--- src/rtl/bf_pipe.sv ---
// -----------------------------------------------------------------------------
// bf_pipe
// Three-stage radix-2 butterfly with twiddle multiply on the difference path.
//   S1: A+B and A-B at full precision, then halve (scale_en=1) or saturate.
//   S2: four real products of the difference with the twiddle.
//   S3: complex combine, round half up, shift by TW-1, saturate to W bits.
// The sum path rides alongside S2/S3 so both results leave together.
//
// Ports
//   clk, rst            rising-edge clock, synchronous active-high reset
//   in_valid/in_ready   input handshake; in_ready is the pipeline advance
//   in_re0/in_im0       operand A (signed W)
//   in_re1/in_im1       operand B (signed W)
//   tw_re/tw_im         twiddle (signed Q1.(TW-1))
//   scale_en            per-beat: 1 halves S1 results, 0 saturates them
//   out_valid/out_ready output handshake
//   out_bf0             {im,re} of (A-B)*tw
//   out_bf1             {im,re} of A+B
//   ovf / ovf_clr       sticky saturation flag and its clear
// -----------------------------------------------------------------------------
module bf_pipe #(
    parameter int W  = 16,
    parameter int TW = 16
) (
    input  logic           clk,
    input  logic           rst,
    input  logic           in_valid,
    output logic           in_ready,
    input  logic [W-1:0]   in_re0,
    input  logic [W-1:0]   in_im0,
    input  logic [W-1:0]   in_re1,
    input  logic [W-1:0]   in_im1,
    input  logic [TW-1:0]  tw_re,
    input  logic [TW-1:0]  tw_im,
    input  logic           scale_en,
    output logic           out_valid,
    input  logic           out_ready,
    output logic [2*W-1:0] out_bf0,
    output logic [2*W-1:0] out_bf1,
    output logic           ovf,
    input  logic           ovf_clr
);

    localparam int P = W + TW;
    localparam logic [W-1:0] MAXW = {1'b0, {(W-1){1'b1}}};
    localparam logic [W-1:0] MINW = {1'b1, {(W-1){1'b0}}};
    // Half an LSB of the final result, added before the truncating shift.
    localparam logic [P:0] RND = {{(P-TW+2){1'b0}}, 1'b1, {(TW-2){1'b0}}};

    // Returns {saturated, value} for a W+1 bit S1 result.
    function automatic logic [W:0] reduceS1(input logic [W:0] x, input logic scale);
        logic [W:0] r;
        if (scale) begin
            r = {1'b0, x[W:1]};
        end else if (x[W] != x[W-1]) begin
            r = {1'b1, (x[W] ? MINW : MAXW)};
        end else begin
            r = {1'b0, x[W-1:0]};
        end
        return r;
    endfunction

    // Returns {saturated, value} for a P+1 bit S3 accumulator.
    function automatic logic [W:0] roundSat(input logic [P:0] acc);
        logic [P:0] rounded;
        logic [P:0] shifted;
        logic [W:0] r;
        rounded = acc + RND;
        shifted = $signed(rounded) >>> (TW-1);
        if ((&shifted[P:W-1]) || !(|shifted[P:W-1])) begin
            r = {1'b0, shifted[W-1:0]};
        end else begin
            r = {1'b1, (shifted[P] ? MINW : MAXW)};
        end
        return r;
    endfunction

    logic           adv;
    logic           s1Valid_q, s2Valid_q, outValid_q, ovf_q, ovf_d;
    logic [W-1:0]   s1SumRe_q, s1SumIm_q, s1DiffRe_q, s1DiffIm_q;
    logic [TW-1:0]  s1TwRe_q, s1TwIm_q;
    logic [P-1:0]   s2Prr_q, s2Pii_q, s2Pri_q, s2Pir_q;
    logic [W-1:0]   s2SumRe_q, s2SumIm_q;
    logic [2*W-1:0] outBf0_q, outBf1_q;

    logic [W:0]     sumRe, sumIm, diffRe, diffIm;
    logic [W:0]     redSumRe, redSumIm, redDiffRe, redDiffIm;
    logic [P-1:0]   dReX, dImX, tReX, tImX;
    logic [P:0]     accRe, accIm;
    logic [W:0]     resRe, resIm;
    logic           s1SetOvf, s3SetOvf;

    // The whole pipeline moves as one; reset forces in_ready high because
    // the pipeline is empty after the reset edge anyway.
    assign adv       = !outValid_q || out_ready;
    assign in_ready  = adv || rst;
    assign out_valid = outValid_q;
    assign out_bf0   = outBf0_q;
    assign out_bf1   = outBf1_q;
    assign ovf       = ovf_q;

    // Stage 1 arithmetic: sign-extend to W+1 bits so nothing is lost
    // before the halve/saturate decision.
    always_comb begin
        sumRe     = {in_re0[W-1], in_re0} + {in_re1[W-1], in_re1};
        sumIm     = {in_im0[W-1], in_im0} + {in_im1[W-1], in_im1};
        diffRe    = {in_re0[W-1], in_re0} - {in_re1[W-1], in_re1};
        diffIm    = {in_im0[W-1], in_im0} - {in_im1[W-1], in_im1};
        redSumRe  = reduceS1(sumRe, scale_en);
        redSumIm  = reduceS1(sumIm, scale_en);
        redDiffRe = reduceS1(diffRe, scale_en);
        redDiffIm = reduceS1(diffIm, scale_en);
        s1SetOvf  = in_valid && adv &&
                    (redSumRe[W] || redSumIm[W] || redDiffRe[W] || redDiffIm[W]);
    end

    // Stage 2 arithmetic: operands are sign-extended to the product width,
    // so a modulo-2^P multiply gives the exact signed product.
    always_comb begin
        dReX = {{TW{s1DiffRe_q[W-1]}}, s1DiffRe_q};
        dImX = {{TW{s1DiffIm_q[W-1]}}, s1DiffIm_q};
        tReX = {{W{s1TwRe_q[TW-1]}}, s1TwRe_q};
        tImX = {{W{s1TwIm_q[TW-1]}}, s1TwIm_q};
    end

    // Stage 3 arithmetic: one extra bit covers the sum of two full products.
    always_comb begin
        accRe    = {s2Prr_q[P-1], s2Prr_q} - {s2Pii_q[P-1], s2Pii_q};
        accIm    = {s2Pri_q[P-1], s2Pri_q} + {s2Pir_q[P-1], s2Pir_q};
        resRe    = roundSat(accRe);
        resIm    = roundSat(accIm);
        s3SetOvf = s2Valid_q && adv && (resRe[W] || resIm[W]);
    end

    // Sticky overflow: a set event beats a simultaneous clear.
    always_comb begin
        ovf_d = ovf_q;
        if (ovf_clr) begin
            ovf_d = 1'b0;
        end
        if (s1SetOvf || s3SetOvf) begin
            ovf_d = 1'b1;
        end
    end

    // Pipeline registers. Only valid beats load the output data so the
    // outputs stay put across bubbles and stalls.
    always_ff @(posedge clk) begin
        if (rst) begin
            s1Valid_q  <= 1'b0;
            s2Valid_q  <= 1'b0;
            outValid_q <= 1'b0;
            s1SumRe_q  <= '0;
            s1SumIm_q  <= '0;
            s1DiffRe_q <= '0;
            s1DiffIm_q <= '0;
            s1TwRe_q   <= '0;
            s1TwIm_q   <= '0;
            s2Prr_q    <= '0;
            s2Pii_q    <= '0;
            s2Pri_q    <= '0;
            s2Pir_q    <= '0;
            s2SumRe_q  <= '0;
            s2SumIm_q  <= '0;
            outBf0_q   <= '0;
            outBf1_q   <= '0;
            ovf_q      <= 1'b0;
        end else begin
            ovf_q <= ovf_d;
            if (adv) begin
                s1Valid_q  <= in_valid;
                s1SumRe_q  <= redSumRe[W-1:0];
                s1SumIm_q  <= redSumIm[W-1:0];
                s1DiffRe_q <= redDiffRe[W-1:0];
                s1DiffIm_q <= redDiffIm[W-1:0];
                s1TwRe_q   <= tw_re;
                s1TwIm_q   <= tw_im;

                s2Valid_q  <= s1Valid_q;
                s2Prr_q    <= dReX * tReX;
                s2Pii_q    <= dImX * tImX;
                s2Pri_q    <= dReX * tImX;
                s2Pir_q    <= dImX * tReX;
                s2SumRe_q  <= s1SumRe_q;
                s2SumIm_q  <= s1SumIm_q;

                outValid_q <= s2Valid_q;
                if (s2Valid_q) begin
                    outBf0_q <= {resIm[W-1:0], resRe[W-1:0]};
                    outBf1_q <= {s2SumIm_q, s2SumRe_q};
                end
            end
        end
    end

endmodule

--- config.mk ---
export PLATFORM = sky130hd
export DESIGN_NAME = bf_pipe
export DESIGN_NICKNAME = d
export VERILOG_FILES = /design/src/rtl/bf_pipe.sv
export SDC_FILE = /design/constraint.sdc
export NUM_CORES = 2
export LEC_CHECK = 0
export CORE_UTILIZATION = 25
export DETAILED_ROUTE_END_ITERATION = 12
export PLACE_DENSITY = 0.4
export SYNTH_ARGS = -nofsm -noshare
export SYNTH_HDL_FRONTEND = slang
export SYNTH_SLANG_ARGS = --single-unit
--- constraint.sdc ---
create_clock -name clk -period 10.77 [get_ports clk]
set_input_delay 2.154 -clock clk [delete_from_list [all_inputs] [get_ports clk]]
set_output_delay 2.154 -clock clk [all_outputs]
set_load 0.03 [all_outputs]
After elaboration in Yosys (flattened, before gate mapping)
Index checks and enable logic that the tools add are counted.
- register bits after elaboration: 324
- input bits: 102
- output and inout bits: 67
- logic and storage cells: 74
- add/sub/neg operators: 8
- $mul: 4
- equal/unequal tests: 4
- multiplexer cells: 18
- reduce and logical (&&, ||, !) cells: 22
- operator list (cell ; number):
    17-bit two-way mux ; 10
    16-bit by 16-bit multiplier with 32-bit output ; 4
    16-bit two-way mux ; 6
    33-bit by 15-bit adder with 33-bit output, second input constant ; 2
    16-bit by 16-bit adder with 17-bit output ; 2
    16-bit by 16-bit subtractor with 17-bit output ; 2
    32-bit by 32-bit adder with 33-bit output ; 1
    32-bit by 32-bit subtractor with 33-bit output ; 1
    1-bit logical OR ; 9
    3-bit AND reduction ; 2
    3-bit OR reduction ; 2
    1-bit logical AND ; 4
    1-bit inequality test ; 4
    1-bit logical NOT ; 3
    1-bit two-way mux ; 2
    2-bit AND reduction ; 1
    2-bit nonzero test ; 1

Logic depth before layout (Yosys ltp)
- depth after elaboration: 10
- depth in mapped cells: 25

Worst setup path after synthesis
Ideal clock, no wire load.
- path type: register to register
- from: register s1DiffIm_q[15]
- to: register s2Pii_q[31]
- data arrival time: 6153 ps
- required time: 10653 ps
- setup slack: 4499 ps
- cell stages (with the launch flop): 21
- path buffers: 1
- clock period less this slack: 6271 ps
- cells stage by stage: dfxtp_1 clkbuf_1 nand2_1 inv_1 fa_1 fa_1 fa_1 fa_1 fa_1 inv_1 fa_1 inv_1 ha_1 a21o_1 a21o_1 a21o_1 or3_1 o21ba_2 nor4b_1 a31oi_1 a32o_1
- longest elaborated chain between the ends: 1
- ends and longest elaborated chain (item ; RTL line ; source):
    from (decl) ; 80 ; logic [W-1:0] s1SumRe_q, s1SumIm_q, s1DiffRe_q, s1DiffIm_q;
    from (signal assigned) ; 175 ; s1DiffIm_q <= redDiffIm[W-1:0];
    16-bit by 16-bit multiplier with 32-bit output ; 181 ; s2Pii_q <= dImX * tImX;
    to (signal assigned) ; 181 ;
    to (decl) ; 82 ; logic [P-1:0] s2Prr_q, s2Pii_q, s2Pri_q, s2Pir_q;
Every way passes these cells.
A chain may end at the register's enable or synchronous reset.

Final worst setup path
- from: register s1TwRe_q[3]
- to: register s2Prr_q[31]
- longest elaborated chain between the ends: 1
- ends and longest elaborated chain (item ; RTL line ; source):
    from (decl) ; 81 ; logic [TW-1:0] s1TwRe_q, s1TwIm_q;
    from (signal assigned) ; 176 ; s1TwRe_q <= tw_re;
    16-bit by 16-bit multiplier with 32-bit output ; 180 ; s2Prr_q <= dReX * tReX;
    to (signal assigned) ; 180 ;
    to (decl) ; 82 ;
Every way passes these cells.

==> run metrics <==
P_int 6.75 mW; Final period util between 70% and 80%; EDFF count, synth 0; Primary FF master, synth dfxtp_1; status complete, but fails checks; commonest non-fill, non-tap cell in the layout inv_1; Tmin final 7.69 ns; kind of end point of the critical path flip-flop; final hold viol count 0; Post-CTS Hold Buffers 0; largest cells by area after synthesis fa_1, ha_1, dfxtp_1; CP max FO 33; fmax 130 MHz; CP Launch Type flip-flop; Die Span X between 400 and 500 um; most frequent cells in the layout inv_1, fa_1, nand2_1, ha_1, and2_1; Syn Inst Count 6,507; Detailed Route Iter0 Violations 2,116; Setup CP Type reg2reg; RSZ-0062 raised after global routing false; post-route setup TNS 0 ns; post-CTS setup buffer count 0; pin count of the biggest net entering global routing 90; Netlist cell types 80; vias per cell 4.49; synthesized area 0.0566 mm^2; Setup-failing EPs final 0; Worst Path Required 11.36 ns; clk_skew 0.0754 ns; total core area about 0.22 mm^2; die height 478 um; Yosys top cell area share 37.2%; Resized cells post-CTS 0; num ports 169; FFs w/ async S/R, synth 0%; Min-Delay Path Class reg2reg; clk slew on worst S/H paths 0.08 ns; P_sw between 7 and 8 mW; Net Count, Synth 8,183; H-tree levels 2; hpwl dp 143,000 um; sequential-to-total area share from yosys stat 11.5%; via count roughly 43,000; Yosys top cell by area fa_1; GRT overflow 0; first-pass GRT wire length roughly 280,000 um; synthesis-stage register bit count 324; Syn-to-layout area delta 11.7%; number of global-route vias before repair about 45,000; Leak approximately 31 nW; Starting Density 25.2%; Post-Route WL 186,000 um; sw frac 52.6%; DIE AREA ~0.23 mm^2; # DRC 24; Reg power frac 12.1%; layout cells sized above 1 3.30%; synth warn 0; Rel. slew slack 16.3%; row cnt 174; Slew @ Worst Pin 1.22 ns; Root Buffer clkbuf_16; worst skew pair latency a little under 0.7 ns; total power 14.2 mW; combinational power share 75.5%; drt first pass iters 9; clock network fraction of total power between 10% and 20%; VDD IR max 0.167 mV; CTS tree yes; GP Congestion 0.822; CTS Sinks 324; Syn Area/Cell 8.69 um^2; port bufs 168; Final Max Tran Viols 0; Total GRT Usage 16.3%; Clock Path Buffers 3; initial antenna violation count 5; failing checks DRC; average wire per standard cell 19.5 um; Num CTS Buffers 46; Layout Nets 8,159; critical path arrival 8.28 ns; final antenna-violating net count 0; pwr dens around 230 mW/mm^2; total of max-cap violations 0
[layer usage]
| metal | global-route usage (%) | wire, um | up-vias |
|---|---|---|---|
| met5 | 0 | 12 | - |
| met4 | 3.18 | 3810 | 2 |
| met3 | 1.80 | 6770 | 132 |
| met2 | 27.5 | 88900 | 728 |
| met1 | 22.5 | 86400 | 21900 |
| li1 | - | - | 19900 |
[power groups by stage]
| stage | combinational (mW) | sequential (mW) | clock, mW |
|---|---|---|---|
| after floorplan | 7.54 | 1.68 | 0 |
| after global placement | 10.9 | 1.76 | 0 |
| after detailed placement | 10.9 | 1.76 | 0 |
| after CTS | 11.0 | 1.74 | 1.84 |
| after global routing | 12.2 | 1.76 | 1.87 |
| final | 10.7 | 1.73 | 1.77 |
[cell usage after synthesis (all sizes together) (10+ instances only)]
cell,count
inv,1280
fa,1052
nand2,928
ha,522
and2,502
a21oi,397
dfxtp,324
clkbuf,314
o21ai,186
nor2,184
xnor2,161
a21o,93
xor2,65
nand2b,48
nor3,36
a211oi,35
nor2b,31
nand3,30
o21bai,30
a221o,24
a31oi,22
and3,20
or3,19
o21a,15
a22o,14
o31ai,14
buf,13
o22ai,13
a221oi,12
nand4,12
a2111oi,10
[metrics by stage]
| step | area [um^2] | std cells | setup WS (ns) | hold slack (ns) | utilization, % |
|---|---|---|---|---|---|
| floorplan | 56600 | 6507 | 4.50 | 0.425 | - |
| global placement | 61500 | 9427 | 2.91 | 0.434 | 27.3 |
| detailed placement | 61500 | 9427 | 2.95 | 0.433 | 27.3 |
| CTS | 63200 | 9512 | 3.25 | 0.430 | 28.1 |
| global route | 63200 | 9512 | 2.82 | 0.453 | 28.1 |
| finish | 63200 | 9518 | 3.08 | 0.431 | 28.1 |
[worst max-delay path, cell delays in order, from the launching register on]
cell and delay, ns:
dfxtp_2 0.98, nand2_1 0.15, fa_1 0.50, fa_1 0.60
fa_1 0.46, fa_1 0.55, inv_1 0.05, fa_1 0.51
fa_1 0.42, ha_1 0.35, o2111ai_1 0.23, o31ai_1 0.93
o21ai_1 0.33, o41ai_2 0.56, nor4_1 0.16, o31a_1 0.34
xnor2_1 0.17, nor2_1 0.06, a211oi_1 0.22
[kinds of logic (layout without fill, tap and decap cells)]
logic type | Yosys count | count (layout) | share of synthesized area, %
compound gates | 932 | 932 | 10.2
fa+ha+maj | 1575 | 1575 | 48.8
other cells | 0 | 6 | 0
xor+xnor | 226 | 226 | 3.50
flops | 324 | 324 | 11.5
mux | 1 | 1 | 0.0199
buf+inv | 1609 | 1622 | 10.7
simple gates | 1840 | 1840 | 15.3
[flip-flops by register name (all words and copies together), names as in the netlist, 32 cells and up]
signal,cells
s2Pii_q,32
out_bf1,32
s2Pri_q,32
s2Pir_q,32
out_bf0,32
s2Prr_q,32
[final cells by class]
class	instances	area (um^2)
sequential	324	6500
clock inverter	26	413
inverter	1282	4810
timing repair buffer	255	2360
fill	24300	162000
antenna	6	15.0
clock buffer	59	1290
tap	2992	3740
multi-input combinational	4574	44100
[worst paths after layout]
check,startpoint,endpoint,slack [ns],depth (start not counted)
hold reg to reg,s2SumIm_q[0],out_bf1[16],0.43,2
setup / recovery,s1TwRe_q[3],s2Prr_q[31],3.08,18
setup reg to reg,s1TwRe_q[3],s2Prr_q[31],3.08,18
hold / removal,s2SumIm_q[0],out_bf1[16],0.43,2
Power figures use the tool's default switching activity.
